[config.mk]
export PLATFORM = sky130hd
export DESIGN_NAME = usb_rx_control_fsm
export DESIGN_NICKNAME = d
export VERILOG_FILES = /design/src/rtl/usb_rx_control_fsm.sv
export SDC_FILE = /design/constraint.sdc
export NUM_CORES = 1
export LEC_CHECK = 0
export ABC_AREA = 1
export CORE_ASPECT_RATIO = 0.75
export CORE_MARGIN = 2
export CORE_UTILIZATION = 60
export CTS_BUF_LIST = sky130_fd_sc_hd__clkbuf_16
export CTS_CLUSTER_DIAMETER = 80
export DETAILED_ROUTE_END_ITERATION = 10
export GPL_TIMING_DRIVEN = 0
export HOLD_SLACK_MARGIN = 0.08
export PLACE_DENSITY_LB_ADDON = 0.15
export RECOVER_POWER = 100
export SETUP_SLACK_MARGIN = 0.2
export SLEW_MARGIN = 20
export SYNTH_ARGS = -nofsm -noshare
export SYNTH_HDL_FRONTEND = slang
export SYNTH_SLANG_ARGS = --single-unit
[constraint.sdc]
create_clock -name i_clk -period 4 [get_ports i_clk]
set_input_delay 0.4 -clock i_clk [delete_from_list [all_inputs] [get_ports i_clk]]
set_output_delay 0.4 -clock i_clk [all_outputs]
set_load 0.005 [all_outputs]
[src/rtl/usb_rx_control_fsm.sv]
// ---------------------------------------------------------------------------
// usb_rx_control_fsm
// Receive-side control FSM for the USB full-speed endpoint. Consumes bytes
// from the receive shifter (already NRZI-decoded and unstuffed), checks SYNC
// and PID, and for DATA packets holds back the last two bytes (the CRC-16)
// in a 2-byte pipeline so that only true payload bytes reach the RX FIFO.
//
// Optional feature macro: RX_TIMEOUT_EN
//   defined   : 8-bit idle-bit watchdog aborts a stalled packet after
//               TIMEOUT_CYCLES cycles without a shift_strobe.
//   undefined : no watchdog; a stalled bus waits for eop or i_rst.
//
// Ports
//   i_clk           system clock
//   i_rst           synchronous reset, active high
//   i_d_edge        bus activity seen while idle (start of packet)
//   i_shift_strobe  one pulse per received unstuffed bit
//   i_rcv_data      shifter byte, valid with every 8th strobe
//   i_eop           SE0 on the bus
//   i_crc_ok        CRC-16 residual good, sampled at eop
//   o_crc_clear     pulse: reset the CRC-16 checker
//   o_crc_enable    qualifies strobes into the CRC checker (payload only)
//   o_r_enable      FIFO write strobe
//   o_r_data        payload byte for the FIFO
//   o_rcv_busy      reception in progress
//   o_rx_packet     00 none, 01 DATA, 10 ACK, 11 NAK
//   o_rx_done       pulse: packet accepted
//   o_rx_error      sticky error, cleared by the next accepted d_edge
// ---------------------------------------------------------------------------
module usb_rx_control_fsm #(
    parameter int MAX_DATA_BYTES = 64,
    parameter int TIMEOUT_CYCLES = 255
) (
    input  logic       i_clk,
    input  logic       i_rst,
    input  logic       i_d_edge,
    input  logic       i_shift_strobe,
    input  logic [7:0] i_rcv_data,
    input  logic       i_eop,
    input  logic       i_crc_ok,
    output logic       o_crc_clear,
    output logic       o_crc_enable,
    output logic       o_r_enable,
    output logic [7:0] o_r_data,
    output logic       o_rcv_busy,
    output logic [1:0] o_rx_packet,
    output logic       o_rx_done,
    output logic       o_rx_error
);

    // state      | meaning
    // S_IDLE     | bus idle, waiting for d_edge
    // S_SYNC     | receiving the SYNC byte
    // S_PID      | receiving the PID byte
    // S_PAYLOAD  | DATA body bytes (payload + 2 CRC bytes)
    // S_HANDSHAKE| ACK/NAK received, expecting eop only
    // S_EOP_WAIT | good packet, waiting for SE0 to end
    // S_DONE     | issue rx_done
    // S_ERR_WAIT | bad packet, waiting for eop high then low

    localparam logic [7:0] LP_SYNC     = 8'h01;
    localparam logic [7:0] LP_PID_DATA = 8'h3C;
    localparam logic [7:0] LP_PID_ACK  = 8'hB4;
    localparam logic [7:0] LP_PID_NAK  = 8'hA5;

    localparam logic [1:0] LP_PKT_NONE = 2'b00;
    localparam logic [1:0] LP_PKT_DATA = 2'b01;
    localparam logic [1:0] LP_PKT_ACK  = 2'b10;
    localparam logic [1:0] LP_PKT_NAK  = 2'b11;

    // body bytes allowed = payload limit + the two CRC bytes
    localparam logic [6:0] LP_BYTE_LIMIT = 7'(MAX_DATA_BYTES + 2);

    typedef enum logic [2:0] {
        S_IDLE,
        S_SYNC,
        S_PID,
        S_PAYLOAD,
        S_HANDSHAKE,
        S_EOP_WAIT,
        S_DONE,
        S_ERR_WAIT
    } state_t;

    state_t     r_state;
    logic [2:0] r_bit_cnt;
    logic [6:0] r_byte_cnt;
    logic [7:0] r_hold0;
    logic [7:0] r_hold1;
    logic       r_eop_q;
    logic       r_eop_seen;
    logic       r_tmo_exit;

    logic       w_strobe;
    logic       w_byte_done;
    logic       w_eop_rise;
    logic [6:0] w_byte_cnt_nxt;
    logic       w_pid_ok;
    logic       w_timeout;
    logic       w_go_err;

    // eop wins over a coincident strobe: such a strobe is dropped entirely
    assign w_strobe       = i_shift_strobe & ~i_eop;
    assign w_byte_done    = w_strobe & (r_bit_cnt == 3'd7);
    assign w_eop_rise     = i_eop & ~r_eop_q;
    assign w_byte_cnt_nxt = r_byte_cnt + 7'd1;
    assign w_pid_ok       = (i_rcv_data == LP_PID_DATA) ||
                            (i_rcv_data == LP_PID_ACK)  ||
                            (i_rcv_data == LP_PID_NAK);

`ifdef RX_TIMEOUT_EN
    localparam logic [7:0] LP_WDOG_LOAD = 8'(TIMEOUT_CYCLES - 1);

    logic [7:0] r_wdog_cnt;
    logic       w_wdog_active;

    assign w_wdog_active = (r_state == S_SYNC)    || (r_state == S_PID) ||
                           (r_state == S_PAYLOAD) || (r_state == S_HANDSHAKE);

    // down-counter reloaded on every strobe and while outside the packet
    // states; terminal count with no strobe is a stall
    always_ff @(posedge i_clk) begin
        if (i_rst) begin
            r_wdog_cnt <= 8'd0;
        end else if (!w_wdog_active || i_shift_strobe) begin
            r_wdog_cnt <= LP_WDOG_LOAD;
        end else if (r_wdog_cnt != 8'd0) begin
            r_wdog_cnt <= r_wdog_cnt - 8'd1;
        end
    end

    assign w_timeout = w_wdog_active & ~i_shift_strobe & (r_wdog_cnt == 8'd0);
`else
    // watchdog compiled out; the parameter stays for a uniform interface
    assign w_timeout = (TIMEOUT_CYCLES < 0);
`endif

    always_comb begin
        w_go_err = 1'b0;
        case (r_state)
            S_SYNC: begin
                if (w_eop_rise)
                    w_go_err = 1'b1;
                else if (w_byte_done && (i_rcv_data != LP_SYNC))
                    w_go_err = 1'b1;
            end
            S_PID: begin
                if (w_eop_rise)
                    w_go_err = 1'b1;
                else if (w_byte_done && !w_pid_ok)
                    w_go_err = 1'b1;
            end
            S_PAYLOAD: begin
                if (w_eop_rise)
                    w_go_err = !((r_bit_cnt == 3'd0) && (r_byte_cnt >= 7'd2) && i_crc_ok);
                else if (w_byte_done && (w_byte_cnt_nxt > LP_BYTE_LIMIT))
                    w_go_err = 1'b1;
            end
            S_HANDSHAKE: begin
                if (w_eop_rise)
                    w_go_err = (r_bit_cnt != 3'd0);
                else if (w_byte_done)
                    w_go_err = 1'b1;
            end
            default: w_go_err = 1'b0;
        endcase
        if (w_timeout)
            w_go_err = 1'b1;
    end

    always_ff @(posedge i_clk) begin
        if (i_rst) begin
            r_state      <= S_IDLE;
            r_bit_cnt    <= 3'd0;
            r_byte_cnt   <= 7'd0;
            r_hold0      <= 8'd0;
            r_hold1      <= 8'd0;
            r_eop_q      <= 1'b0;
            r_eop_seen   <= 1'b0;
            r_tmo_exit   <= 1'b0;
            o_crc_clear  <= 1'b0;
            o_crc_enable <= 1'b0;
            o_r_enable   <= 1'b0;
            o_r_data     <= 8'd0;
            o_rcv_busy   <= 1'b0;
            o_rx_packet  <= LP_PKT_NONE;
            o_rx_done    <= 1'b0;
            o_rx_error   <= 1'b0;
        end else begin
            o_crc_clear  <= 1'b0;
            o_r_enable   <= 1'b0;
            o_rx_done    <= 1'b0;
            o_crc_enable <= (r_state == S_PAYLOAD) & w_strobe;
            r_eop_q      <= i_eop;

            if (w_strobe)
                r_bit_cnt <= r_bit_cnt + 3'd1;

            if (w_go_err) begin
                r_state     <= S_ERR_WAIT;
                o_rx_error  <= 1'b1;
                o_rx_packet <= LP_PKT_NONE;
                // an eop already high on entry counts as the "seen high" half
                r_eop_seen  <= i_eop;
                r_tmo_exit  <= w_timeout;
            end else begin
                case (r_state)
                    S_IDLE: begin
                        if (i_d_edge) begin
                            r_state     <= S_SYNC;
                            r_bit_cnt   <= 3'd0;
                            o_rcv_busy  <= 1'b1;
                            o_rx_error  <= 1'b0;
                            o_rx_packet <= LP_PKT_NONE;
                        end
                    end
                    S_SYNC: begin
                        if (w_byte_done) begin
                            r_state     <= S_PID;
                            o_crc_clear <= 1'b1;
                        end
                    end
                    S_PID: begin
                        if (w_byte_done) begin
                            if (i_rcv_data == LP_PID_DATA) begin
                                r_state     <= S_PAYLOAD;
                                o_rx_packet <= LP_PKT_DATA;
                                r_byte_cnt  <= 7'd0;
                                r_hold0     <= 8'd0;
                                r_hold1     <= 8'd0;
                            end else if (i_rcv_data == LP_PID_ACK) begin
                                r_state     <= S_HANDSHAKE;
                                o_rx_packet <= LP_PKT_ACK;
                            end else begin
                                r_state     <= S_HANDSHAKE;
                                o_rx_packet <= LP_PKT_NAK;
                            end
                        end
                    end
                    S_PAYLOAD: begin
                        if (w_eop_rise) begin
                            r_state <= S_EOP_WAIT;
                        end else if (w_byte_done) begin
                            r_hold0    <= i_rcv_data;
                            r_hold1    <= r_hold0;
                            r_byte_cnt <= w_byte_cnt_nxt;
                            // the byte pushed out of hold1 can no longer be CRC
                            if (w_byte_cnt_nxt >= 7'd3) begin
                                o_r_enable <= 1'b1;
                                o_r_data   <= r_hold1;
                            end
                        end
                    end
                    S_HANDSHAKE: begin
                        if (w_eop_rise)
                            r_state <= S_EOP_WAIT;
                    end
                    S_EOP_WAIT: begin
                        if (!i_eop)
                            r_state <= S_DONE;
                    end
                    S_DONE: begin
                        o_rx_done  <= 1'b1;
                        o_rcv_busy <= 1'b0;
                        r_state    <= S_IDLE;
                    end
                    S_ERR_WAIT: begin
                        if (i_eop)
                            r_eop_seen <= 1'b1;
                        if (r_tmo_exit || (r_eop_seen && !i_eop)) begin
                            r_state    <= S_IDLE;
                            o_rcv_busy <= 1'b0;
                            r_tmo_exit <= 1'b0;
                        end
                    end
                    default: begin
                        r_state    <= S_IDLE;
                        o_rcv_busy <= 1'b0;
                    end
                endcase
            end
        end
    end

endmodule

Word level (Yosys, flattened, before mapping) --
Cells that the tools add are included.
Word-level totals: output and inout port bits 16, logic and storage cells 138, register bits after elaboration 47, bits of input ports 14
Operators by class: reduce and logical (&&, ||, !) cells 32, bitwise logic cells 11, magnitude comparators 3, add/subtract/negate cells 2, mux-type cells 51, equality and inequality tests 24
Operators with widths (count):
- $mux 8 | 6
- $mux 3 | 12
- $pmux 8 s2 | 2
- $mux 7 | 4
- $pmux 3 s7 | 1
- $mux 1 | 19
- $eq 8x8->1 const B | 2
- $eq 3x3->1 const B | 5
- $ne 3x3->1 const B | 5
- $ge 7x2->1 const B | 2
- $pmux 7 s2 | 1
- $ne 2x2->1 const B | 6
- $reduce_and 6->1 | 2
- $reduce_bool 2->1 | 6
- $eq 8x6->1 const B | 1
- $ne 8x1->1 const B | 1
- $add 7x1->7 const B | 1
- $gt 7x7->1 const B | 1
- $not 1->1 | 7
- $eq 3x2->1 const B | 2
- $logic_and 1x1->1 | 6
- $logic_not 3->1 | 2
- $mux 2 | 3
- $reduce_bool 3->1 | 2
- other kinds (16) | 24

Logic depth before layout (Yosys ltp) --
depth after elaboration 10, mapped depth 15, mapped depth without buffers 15

Least setup slack after synthesis --
Ideal clock, no wire load.
path type register to register, from register r_byte_cnt[0], to register r_hold0[0], arrival time 1810 ps, setup slack 2063 ps, required time 3872 ps, setup time 128 ps, stages on the path, launching flop included 13, clock period less this slack 1937 ps, buffers on the path 1, cell sequence dfxtp_1 > inv_1 > ha_1 > or2_2 > nand4_1 > o21ai_1 > nand2_1 > nand2_1 > nand4_4 > buf_2 > nand2_1 > nand2_1 > nor2_1
On the way: word-level cells in the longest chain between the ends 8, elaborated cells between the ends (all ways) 12, classes of those cells add/sub: 1; order compare: 2; mux: 3; bitwise: 1; reduce/logical: 5
Ends and longest elaborated chain:
- from (decl) | RTL line 87 | logic [6:0] r_byte_cnt;
- from (signal assigned) | RTL line 246 | r_byte_cnt <= w_byte_cnt_nxt;
- $add 7x1->7 / $ge 7x2->1 (equally long branches) | RTL line 106, 155
- $gt 7x7->1 / $logic_and 1x1->1 (equally long branches) | RTL line 156, 155
- $logic_and 1x1->1 (on tied branches) | RTL line 156, 155
- $mux 1 / $logic_not 1->1 (equally long branches) | RTL line 156, 155
- $mux 1 (*) | RTL line 154 | if (w_eop_rise)
- $pmux 1 s4 (*) | RTL line 140 | case (r_state)
- $not 1->1 (no line) (*)
- $reduce_and 6->1 (no line) (*)
- to (signal assigned) | RTL line 244 | r_hold0 <= i_rcv_data;
- to (decl) | RTL line 88 | logic [7:0] r_hold0;
Every way passes the cells marked *; elsewhere a longest branch is shown, timed or not. A chain may end at the register's enable or synchronous reset.

Worst setup path after layout --
from register r_byte_cnt[0], to register r_hold0[4]
Same word-level chain as after synthesis.

==> results.md <==
Synth:
- The count of different cell masters after synthesis is 32.
- The net count of the mapped netlist is 445.
- The commonest cells after synthesis are 120 x nand2_1, 81 x nor2_1, 67 x inv_1.
- The number of warnings reported in the yosys synthesis log is 0.
- The share of the synthesized area in the top cell type is 35.64%.
- In this run, synthesis inferred 0 flip-flops with an integrated enable.
- Synthesis inferred 47 register bits.
- Of all cell types, the one taking the most synthesized area is dfxtp_1.
- The mean instance size in the synthesized netlist is 6.226 um2.
- Of all flip-flops after synthesis, the portion carrying an async set or reset was 0%.
- The main flop type after synthesis is dfxtp_1.
- For this run, the register share of the synthesized area comes to 35.64%.
- The most frequently used cell type in the post-synthesis netlist is nand2_1.
- Yosys attributes the largest share of cell area to dfxtp_1 36%, nand2_1 17%, nor2_1 12%.
- The cell count after synthesis came out at 424.
- The combined area of all synthesized cells is 2640 um2.

Global route:
- The via count of the first global-routing pass is 2321.
- Entering global routing, the biggest net connects 16 pins.
- The first-pass GRT wire length is 10160 um.
- The total grt overflow is 0.
- The number of antenna violations at the first check in global routing is 0.
- The global routing usage summed across all routing layers is 27.08%.

Clocking:
- CTS placed an instance of clkbuf_16 at the clock tree root.
- The number of buffers inserted by post-CTS setup repair is 0.
- The number of buffers between clock root and the deepest sink is 2.
- The clock reaches the later pin of the worst-skew pair after 290 ps.
- The post-cts hold buffer count is 0.
- TritonCTS built the clock tree.
- The number of clock sinks is 47.
- The CTS H-tree depth is 2.
- The clock-pin slew on the worst setup and hold paths is 70 ps.
- After clock tree synthesis, the repair step resized 0 gates.
- The total CTS buffers is 5.

Placement:
- The wire-length estimate of the detail-placed layout is 4665 um.
- Routability-driven placement finished with a final weighted congestion of 0.9598.
- The placed standard-cell area is 2989 um2.
- The count of buffers inserted at the top-level ports is 28.

Layout:
- Relative to the synthesized area, the layout overhead comes to 18.96%.
- 0 antenna diodes ended up in the layout.
- The total number of nets in the final design is 480.
- The flip-flop and latch area is 940.9 um2.
- Counting the fill cells in the layout gives 340.
- The finished cells cover 3141 um2.
- The post-route netlist has 5.217% of its cells at a drive strength greater than 1.
- In the final layout, the multi-input gates occupy 1318 um2.

Critical path:
- The critical path is of the reg2reg type.
- The critical path capture point type is a register.
- The type of element launching the critical path is a register.
- The data arrival time of the critical path is 2910 ps.
- Along the worst path, the maximum fanout reaches 10.
- The worst path required time is 4160 ps.

STA:
- The worst path uses 68.62% of the clock period.
- The number of endpoints failing setup at the final stage is 0.
- Setup repair after global routing left no endpoint under its margin.
- The final total negative setup slack is 0 ps.
- The number of pins with negative max-slew slack in the final report was 0.
- The hold violation count in the final report is 0.
- For the final database, setup skew stands at 5.909 ps.
- Based on the critical path, the design can be clocked at up to 364.3 MHz.
- The clock period minus worst slack is 2745 ps.
- Headroom to the max-slew limit came out at 61.87%.
- The transition time at the pin with the least slew margin is 572.0 ps.

Pwr:
- The post-route total power is 1.367 mW.
- The worst-case vdd ir drop is 0.2787 mV.
- The power per standard cell area is 435.2 nW/um2.
- The leakage power is 1.575 nW.

Floorplan:
- The initialized floorplan defines 20 standard-cell rows.
- Once the floorplan was initialized, standard cells occupied 63.94% of the core.
- Pin placement for this block handled 30 I/O pins.
- The core region is 4129 um2.
- The die is 61.45 um tall.
- The floorplan step defined a die boundary enclosing 4952 um2.
- The die boundary width is 80.60 um.

Detailed routing:
- The via count of the routed design is 2734.
- In the routed layout, each cell is associated on average with a via count of 5.309.
- After detailed routing, the number of remaining DRC violations is 0.
- The total iterations of the first detailed-routing run is 4.
- For this block, the routed nets add up to 6448 um of wire.
- The number of violations reported at the end of detailed-routing iteration 0 is 204.
- The count of nets left with antenna violations once routing finished came out at 0.
- The average routed wire per standard cell is 12.52 um.

Flow run:
- Max-cap violations in this run came to 0.

Status:
- The flow ran to the end, and the final reports show no timing, DRC or antenna violations.

Hold path:
- The worst hold path class is reg2reg.
-- kinds of logic (layout without fill, tap and decap cells) --
kind of cell    after synthesis  count (layout)  synth area share (%)
flops                        47              47                 35.64
simple gates                256             256                 41.99
xor+xnor                      1               1                0.3318
compound gates               25              25                 5.498
fa+ha+maj                     7               7                 3.317
buf+inv                      88             124                 13.22
-- cell type report --
cell class | instances | area share [%]
timing repair buffer | 28 | 8.924
inverter | 74 | 8.845
tap | 55 | 2.191
sequential | 47 | 29.96
clock inverter | 3 | 2.151
multi-input combinational | 289 | 41.95
clock buffer | 5 | 3.984
buffer | 14 | 1.992
-- power breakdown --
group          switching (mW)  internal, mW  total [mW]
combinational           0.199         0.108       0.306
sequential             0.0254         0.494       0.520
clock                   0.183         0.358       0.541
-- critical path, stage by stage, from the launching register on --
cell	delay, ps
dfxtp_1	450
inv_1	140
ha_1	340
or2_2	310
nand4_1	100
o21ai_0	90
nand2_1	70
nand2_1	100
nand4_1	270
clkbuf_1	460
nand2_1	130
nand2_1	110
nor2_1	40
-- cells in the final DEF (no fill, tap or decap), types with 3 or more instances in the layout --
cell             netlist  routed
dfxtp_1               47      47
ha_1                   7       7
clkdlybuf4s50_1        0      11
inv_1                 67      68
dlygate4sd3_1          0      17
nand2_1              120     120
inv_2                  5       4
clkbuf_1               5      10
nand4_1               24      25
nor2_1                81      81
nand3_1               16      18
a21oi_1                5       5
o21ai_0                8      10
o21ai_1                5       3
nor3_1                 5       5
clkbuf_16              0       5
-- path summary, 6_finish.rpt --
check,from,endpoint,slack [ps],cells after the start
min reg2reg,o_rx_packet[0],o_rx_packet[0],460,2
max,r_byte_cnt[0],r_hold0[4],1260,12
min,o_rx_packet[0],o_rx_packet[0],460,2
max reg2reg,r_byte_cnt[0],r_hold0[4],1260,12
-- metal layers --
layer / GRT usage [%] / part of all wire [%] / vias up
met2: 44.76 / 45 / 125
met1: 35.83 / 46 / 1225
met4: 10.17 / 0.88 / 0
met5: 0 / 0 / -
li1: - / - / 1375
met3: 5.279 / 8.2 / 9
-- per-stage QoR --
| step | hold slack (ps) | util (%) | std cells | setup WS [ps] |
|---|---|---|---|---|
| after floorplan | 447.1 | - | 424 | 2063 |
| after detailed placement | 454.1 | 72.39 | 507 | 1630 |
| after CTS | 468.2 | 77.06 | 515 | 1709 |
| final | 459.6 | 76.06 | 515 | 1255 |
| after global placement | 445.6 | 72.39 | 507 | 1640 |
| after global routing | 490.1 | 76.06 | 515 | 1112 |
-- flip-flops by register name, indices dropped and copies added, names as in the netlist, 2 cells and up --
register / flops
o_rx_packet: 2
r_bit_cnt: 3
r_state: 3
r_hold0: 8
r_hold1: 8
r_byte_cnt: 7
o_r_data: 8
Note: power is estimated with default switching activity, not from simulation.
